### src/rtl/vga_note_sched_if.sv
// ----------------------------------------------------------------------------
// vga_note_sched_if
// Bundles the signals exchanged between the note scheduler and its
// neighbours: the line coordinate from the VGA timing generator, the two
// requester valid/ready/note channels, and the display-side outputs.
//
//   pos_y       10  line coordinate from vga_ctrl
//   a_valid      1  requester A (keyboard) offers a_note
//   a_note       8  requester A note pattern
//   a_ready      1  requester A offer accepted this cycle
//   b_valid      1  requester B (auto-play) offers b_note
//   b_note       8  requester B note pattern
//   b_ready      1  requester B offer accepted this cycle
//   note_disp    8  pattern driving the vga_pic note input
//   frame_tick   1  one-cycle frame-boundary pulse
//   pend_valid   1  a pattern is latched and awaiting commit
//
// master: the environment (timing generator and requesters).
// slave : the scheduler itself.
// ----------------------------------------------------------------------------
interface vga_note_sched_if;
   logic [9:0] pos_y;
   logic       a_valid;
   logic [7:0] a_note;
   logic       a_ready;
   logic       b_valid;
   logic [7:0] b_note;
   logic       b_ready;
   logic [7:0] note_disp;
   logic       frame_tick;
   logic       pend_valid;

   modport master (
      output pos_y, a_valid, a_note, b_valid, b_note,
      input  a_ready, b_ready, note_disp, frame_tick, pend_valid
   );

   modport slave (
      input  pos_y, a_valid, a_note, b_valid, b_note,
      output a_ready, b_ready, note_disp, frame_tick, pend_valid
   );
endinterface

### src/rtl/vga_note_sched.sv
// ----------------------------------------------------------------------------
// vga_note_sched
// Arbitrates note patterns from two requesters (A = keyboard, B = auto-play)
// and commits the accepted pattern to the display only at the frame
// boundary, so the picture generator never sees a change mid-frame.
//
// Ports:
//   vga_clk    pixel clock, the only clock of this block
//   sys_rst_n  asynchronous active-low reset
//   bus        vga_note_sched_if.slave (pos_y, A/B valid/ready/note,
//              note_disp, frame_tick, pend_valid)
//
// Parameters:
//   V_ACTIVE     first line outside the active area (frame boundary line)
//   HOLD_FRAMES  frames a committed pattern stays visible (1..15), only
//                meaningful when the hold counter is compiled in
//
// Build option:
//   VGA_NOTE_SCHED_HOLD_EN  when defined, a 4-bit hold counter clears the
//                           display HOLD_FRAMES frame ticks after a commit
//                           if nothing new was committed meanwhile. When
//                           undefined, the last committed pattern stays.
// ----------------------------------------------------------------------------
module vga_note_sched #(
   parameter int unsigned V_ACTIVE    = 480,
   parameter int unsigned HOLD_FRAMES = 4
) (
   input logic             vga_clk,
   input logic             sys_rst_n,
   vga_note_sched_if.slave bus
);

   localparam logic [9:0] V_EDGE = 10'(V_ACTIVE);

   if (HOLD_FRAMES < 1 || HOLD_FRAMES > 15) begin : g_hold_range_check
      $error("vga_note_sched: HOLD_FRAMES must be in 1..15");
   end

   typedef enum logic {
      IDLE  = 1'b0,
      ARMED = 1'b1
   } state_t;

   state_t     state_q, state_d;
   logic [9:0] prev_y_q;
   logic       tick_q, tick_d;
   logic [7:0] pend_q, pend_d;
   logic [7:0] disp_q, disp_d;
   // 1 = B has priority at the next tie (A was granted at the last transfer)
   logic       rr_b_q, rr_b_d;

   logic       grant_a, grant_b;
   logic       ready_a, ready_b;
   logic       xfer_a, xfer_b;

`ifdef VGA_NOTE_SCHED_HOLD_EN
   localparam logic [3:0] HOLD_LOAD = 4'(HOLD_FRAMES);
   logic [3:0] hold_q, hold_d;
`endif

   // A lone requester always wins; a tie goes to whoever lost last time.
   assign grant_a = bus.a_valid && (!bus.b_valid || !rr_b_q);
   assign grant_b = bus.b_valid && (!bus.a_valid || rr_b_q);

   // No acceptance in the tick cycle: the commit and a new latch would
   // otherwise compete for pend_q in the same cycle.
   assign ready_a = (state_q == IDLE) && !tick_q && grant_a;
   assign ready_b = (state_q == IDLE) && !tick_q && grant_b;

   assign xfer_a  = ready_a && bus.a_valid;
   assign xfer_b  = ready_b && bus.b_valid;

   // Tick on the first cycle pos_y shows V_ACTIVE, registered one cycle.
   assign tick_d  = (bus.pos_y == V_EDGE) && (prev_y_q != V_EDGE);

   always_comb begin
      state_d = state_q;
      pend_d  = pend_q;
      disp_d  = disp_q;
      rr_b_d  = rr_b_q;
`ifdef VGA_NOTE_SCHED_HOLD_EN
      hold_d  = hold_q;
`endif
      case (state_q)
         IDLE: begin
            if (xfer_a || xfer_b) begin
               state_d = ARMED;
               pend_d  = xfer_a ? bus.a_note : bus.b_note;
               rr_b_d  = xfer_a;
            end
         end
         ARMED: begin
            if (tick_q) begin
               state_d = IDLE;
               disp_d  = pend_q;
            end
         end
         default: state_d = IDLE;
      endcase
`ifdef VGA_NOTE_SCHED_HOLD_EN
      if (tick_q) begin
         if (state_q == ARMED) begin
            hold_d = HOLD_LOAD;
         end else if (hold_q != 4'd0) begin
            hold_d = hold_q - 4'd1;
            // Last held frame has elapsed without a fresh commit.
            if (hold_q == 4'd1) begin
               disp_d = 8'h00;
            end
         end
      end
`endif
   end

   always_ff @(posedge vga_clk or negedge sys_rst_n) begin
      if (!sys_rst_n) begin
         state_q  <= IDLE;
         // Starting at V_ACTIVE suppresses a tick if reset releases on
         // the boundary line.
         prev_y_q <= V_EDGE;
         tick_q   <= 1'b0;
         pend_q   <= 8'h00;
         disp_q   <= 8'h00;
         rr_b_q   <= 1'b0;
      end else begin
         state_q  <= state_d;
         prev_y_q <= bus.pos_y;
         tick_q   <= tick_d;
         pend_q   <= pend_d;
         disp_q   <= disp_d;
         rr_b_q   <= rr_b_d;
      end
   end

`ifdef VGA_NOTE_SCHED_HOLD_EN
   always_ff @(posedge vga_clk or negedge sys_rst_n) begin
      if (!sys_rst_n) begin
         hold_q <= 4'd0;
      end else begin
         hold_q <= hold_d;
      end
   end
`endif

   assign bus.a_ready    = ready_a;
   assign bus.b_ready    = ready_b;
   assign bus.note_disp  = disp_q;
   assign bus.frame_tick = tick_q;
   assign bus.pend_valid = (state_q == ARMED);

endmodule

### src/flat_wrapper.sv
// flat-port wrapper written by rule: the top's interface ports become plain ports
module vga_note_sched_flat 
#(
   parameter int unsigned V_ACTIVE    = 480,
   parameter int unsigned HOLD_FRAMES = 4
)
  (vga_clk, sys_rst_n, bus_pos_y, bus_a_valid, bus_a_note, bus_b_valid, bus_b_note, bus_a_ready, bus_b_ready, bus_note_disp, bus_frame_tick, bus_pend_valid);
  vga_note_sched_if bus_i ();
  input logic vga_clk;
  input logic sys_rst_n;
  input wire logic [$bits(bus_i.pos_y)-1:0] bus_pos_y;
  input wire logic [$bits(bus_i.a_valid)-1:0] bus_a_valid;
  input wire logic [$bits(bus_i.a_note)-1:0] bus_a_note;
  input wire logic [$bits(bus_i.b_valid)-1:0] bus_b_valid;
  input wire logic [$bits(bus_i.b_note)-1:0] bus_b_note;
  output wire logic [$bits(bus_i.a_ready)-1:0] bus_a_ready;
  output wire logic [$bits(bus_i.b_ready)-1:0] bus_b_ready;
  output wire logic [$bits(bus_i.note_disp)-1:0] bus_note_disp;
  output wire logic [$bits(bus_i.frame_tick)-1:0] bus_frame_tick;
  output wire logic [$bits(bus_i.pend_valid)-1:0] bus_pend_valid;
  assign bus_i.pos_y = bus_pos_y;
  assign bus_i.a_valid = bus_a_valid;
  assign bus_i.a_note = bus_a_note;
  assign bus_i.b_valid = bus_b_valid;
  assign bus_i.b_note = bus_b_note;
  assign bus_a_ready = bus_i.a_ready;
  assign bus_b_ready = bus_i.b_ready;
  assign bus_note_disp = bus_i.note_disp;
  assign bus_frame_tick = bus_i.frame_tick;
  assign bus_pend_valid = bus_i.pend_valid;
  vga_note_sched #(.V_ACTIVE(V_ACTIVE), .HOLD_FRAMES(HOLD_FRAMES)) u_core (.vga_clk(vga_clk), .sys_rst_n(sys_rst_n), .bus(bus_i));
endmodule
### config.mk
export PLATFORM = sky130hd
export DESIGN_NAME = vga_note_sched_flat
export DESIGN_NICKNAME = d
export VERILOG_FILES = /design/src/rtl/vga_note_sched_if.sv /design/src/rtl/vga_note_sched.sv /design/src/flat_wrapper.sv
export SDC_FILE = /design/constraint.sdc
export NUM_CORES = 1
export LEC_CHECK = 0
export CELL_PAD_IN_SITES_DETAIL_PLACEMENT = 0
export CELL_PAD_IN_SITES_GLOBAL_PLACEMENT = 2
export CORE_ASPECT_RATIO = 1.2
export CORE_MARGIN = 2
export CORE_UTILIZATION = 30
export CTS_CLUSTER_SIZE = 14
export DETAILED_ROUTE_END_ITERATION = 7
export GPL_TIMING_DRIVEN = 0
export PLACE_DENSITY_LB_ADDON = 0.1
export SLEW_MARGIN = 20
export SYNTH_ARGS = -nofsm -noshare
export SYNTH_HDL_FRONTEND = slang
export SYNTH_SLANG_ARGS = --single-unit
### constraint.sdc
create_clock -name vga_clk -period 3.1 [get_ports vga_clk]
set_input_delay 0.465 -clock vga_clk [delete_from_list [all_inputs] [get_ports vga_clk]]
set_output_delay 0.465 -clock vga_clk [all_outputs]
set_load 0.01 [all_outputs]
==> run metrics <==
run status=finished, final reports clean; CP endpoint kind=output pin; CTS tree=built; CTS buffer count=5; r2r endpoint=u_core.pend_q[7]; Max Cap Violations=0; All-Layer GR Usage=0.155; Core Footprint=3880 um^2; critical path class=in2out; Seq cells post-synth=29; Clock Latency Late Sink=about 280 ps; Routability Congestion=0.707; peak supply drop=between 0.0002 and 0.00025 V; DP HPWL=2.07 mm; Post-Route M1 WL=between 1 and 1.5 mm; CP peak stage delay=between 500 and 600 ps; Setup TNS=0 ps; Synth async-reset ratio=1.00; final wirelength=~3 mm; FMAX=397 MHz; initial antenna violation count=0; Clock Pin Slew Worst Setup and Hold Paths=around 60 ps; Synth Area per Inst=roughly 12 um^2; num ports=42; full die area=4510 um^2; Critical Path RT=roughly 2600 ps; Top FF cell, synth=dfrtp_1; dominant cell type by area after synthesis=dfrtp_1; area grow syn2layout=47.1%; drt drc=0; Ys Warns=0; Critical Path Fanout Max=10; top-count cell post-synth=dfrtp_1; CP max stage cell=clkdlybuf4s50_1; largest net degree at the start of global routing=30; count of cell types in the netlist=26; CTS Hold Bufs=0; clk buf depth=2; Starting Density=0.308; # diodes=0; # rows=25; R2R cell count=4; fin. max-slew vios=0; EDFF count, synth=0; Synth area leaders=dfrtp_1, dfstp_2, mux2_2, o2111ai_1, nand4_1; Vias=between 900 and 1000; # clock sinks=29; critical path's top delay family=buffers and inverters; Final Skew=roughly 9 ps; synthesized area=about 1200 um^2; 1st-pass router iterations=4; Buf+Inv Stages, Crit Path=4; PostCTS Resize Cnt=0; DR top layer=met4; reg-to-reg startpoint=u_core.bus.pend_valid; Hold Path Class=in2async; first-pass GRT wire length=around 5 mm; CTS H-tree depth=2; Die W=roughly 60 um; Port Buffers=slightly above 40; Hold Fails Final Rpt=0; Synthesized Nets=approximately 130; nets@finish=roughly 170; unrepaired setup endpoints after global routing=false; GR Overflow Total=0; placed cells=between 150 and 200; average vias per placed instance=slightly below 5; final period utilization=0.812; WP data arrival=2050 ps; post-CTS setup buffers=0; metal3 WL=roughly 210 um; CP cell instances=clkdlybuf4s50_1 -> clkbuf_1 -> nand3_1 -> inv_1 -> clkdlybuf4s50_1; Setup crit start kind=primary input; pwr dens=approximately 440 nW/um^2; vias in the first global route=1057; Setup violations, final=0; final cell count without fillers=199; Mapped Cells=96; Yosys top cell area share=0.524; most frequent CP cell=clkdlybuf4s50_1; Worst Max-Slew Pin Slew=just over 800 ps; clk root buf=clkbuf_8; met2 wire length=1.45 mm; layout cell share with drive strength beyond 1=0.179; P_leak=0.758 nW; chip height=73.1 um; top cells by count, synth=dfrtp_1, nand3_1, mux2_2, nand4_1, o2111ai_1; WL per Instance=14.8 um; Seq/Total Area, Yosys=0.612; Tmin final=between 2000 and 3000 ps; Max transition margin=0.453; setup slack, reg-to-reg=between 1500 and 2000 ps; Starting DRT DRC Count=21; remaining antenna violation count=0
## through the flow
step	util	total power, mW	worst slack, ps	hold WS (ps)	cell area, um^2
global route	0.453	0.816	455	256	1760
detailed placement	0.430	0.469	577	492	1670
global placement	0.431	0.469	567	488	1670
floorplan	-	0.416	1640	169	1190
CTS	0.453	0.789	574	230	1760
finish	0.453	0.777	582	205	1760
## cell families (layout without fill, tap and decap cells)
kind of cell,Yosys count,in the layout,synth area share
AND/OR/NAND/NOR,30,30,0.157
buffers and inverters,9,58,0.0419
flip-flops,29,29,0.612
AO/OA/AOI/OAI,20,20,0.114
multiplexers,8,8,0.0754
## cells in the final DEF (no fill, tap or decap)
cell | netlist | routed
clkinv_1 | 1 | 1
mux2_2 | 8 | 8
nand4b_1 | 2 | 2
nand3_1 | 9 | 9
buf_6 | 2 | 2
and4b_1 | 1 | 1
clkbuf_8 | 0 | 6
o2111ai_1 | 8 | 8
clkbuf_1 | 1 | 3
nor3_2 | 1 | 1
o21ai_2 | 1 | 1
buf_2 | 1 | 2
a21oi_1 | 3 | 3
or2_1 | 1 | 1
clkdlybuf4s50_1 | 0 | 40
nand4_1 | 8 | 8
nor2_4 | 1 | 1
o21ai_1 | 7 | 7
nand2_1 | 2 | 2
buf_1 | 1 | 1
dfstp_2 | 4 | 4
nor2_1 | 1 | 1
nor3b_1 | 1 | 1
a21o_1 | 1 | 1
inv_1 | 3 | 3
dfrtp_1 | 25 | 25
nand2_2 | 1 | 1
nor4_1 | 2 | 2
## final cells by class
cell class	count	area, um^2
multi-input combinational	58	414
tap	54	67.6
fill	404	2120
timing repair buffer	41	405
sequential	29	731
clock buffer	8	90.1
inverter	4	15.0
buffer	5	35.0
## how the worst max path moves through the flow
stage / cells after the start / end / from / slack, ps
floorplan: 4 / bus_a_ready / bus_b_valid / 1640
global placement: 6 / bus_a_ready / bus_b_valid / 570
detailed placement: 6 / bus_a_ready / bus_b_valid / 580
CTS: 6 / bus_a_ready / bus_b_valid / 570
global route: 6 / bus_a_ready / bus_b_valid / 460
finish: 5 / bus_a_ready / bus_a_valid / 580
## power by group
part / switching (mW) / internal, mW / total, mW
clock network: 0.135 / 0.181 / 0.315
registers: 0.00404 / 0.391 / 0.395
logic: 0.0290 / 0.0372 / 0.0662
total: 0.168 / 0.609 / 0.777
## worst register-to-register path: stages, from the launching register on
cell,delay (ps)
dfrtp_1,440
nor2_4,270
buf_6,180
o2111ai_1,120
nand3_1,110
## state kept, by name, indices dropped and copies added, names as in the netlist
signal / cells
u_core.rr_b_q: 1
u_core.prev_y_q: 10
u_core.bus.frame_tick: 1
u_core.bus.note_disp: 8
u_core.pend_q: 8
u_core.bus.pend_valid: 1
## per-layer routing
layer	global-route usage	vias up
met5	0	-
met4	0.0709	0
met3	0.0532	7
met2	0.253	37
met1	0.180	457
li1	-	462
Power figures use the tool's default switching activity.
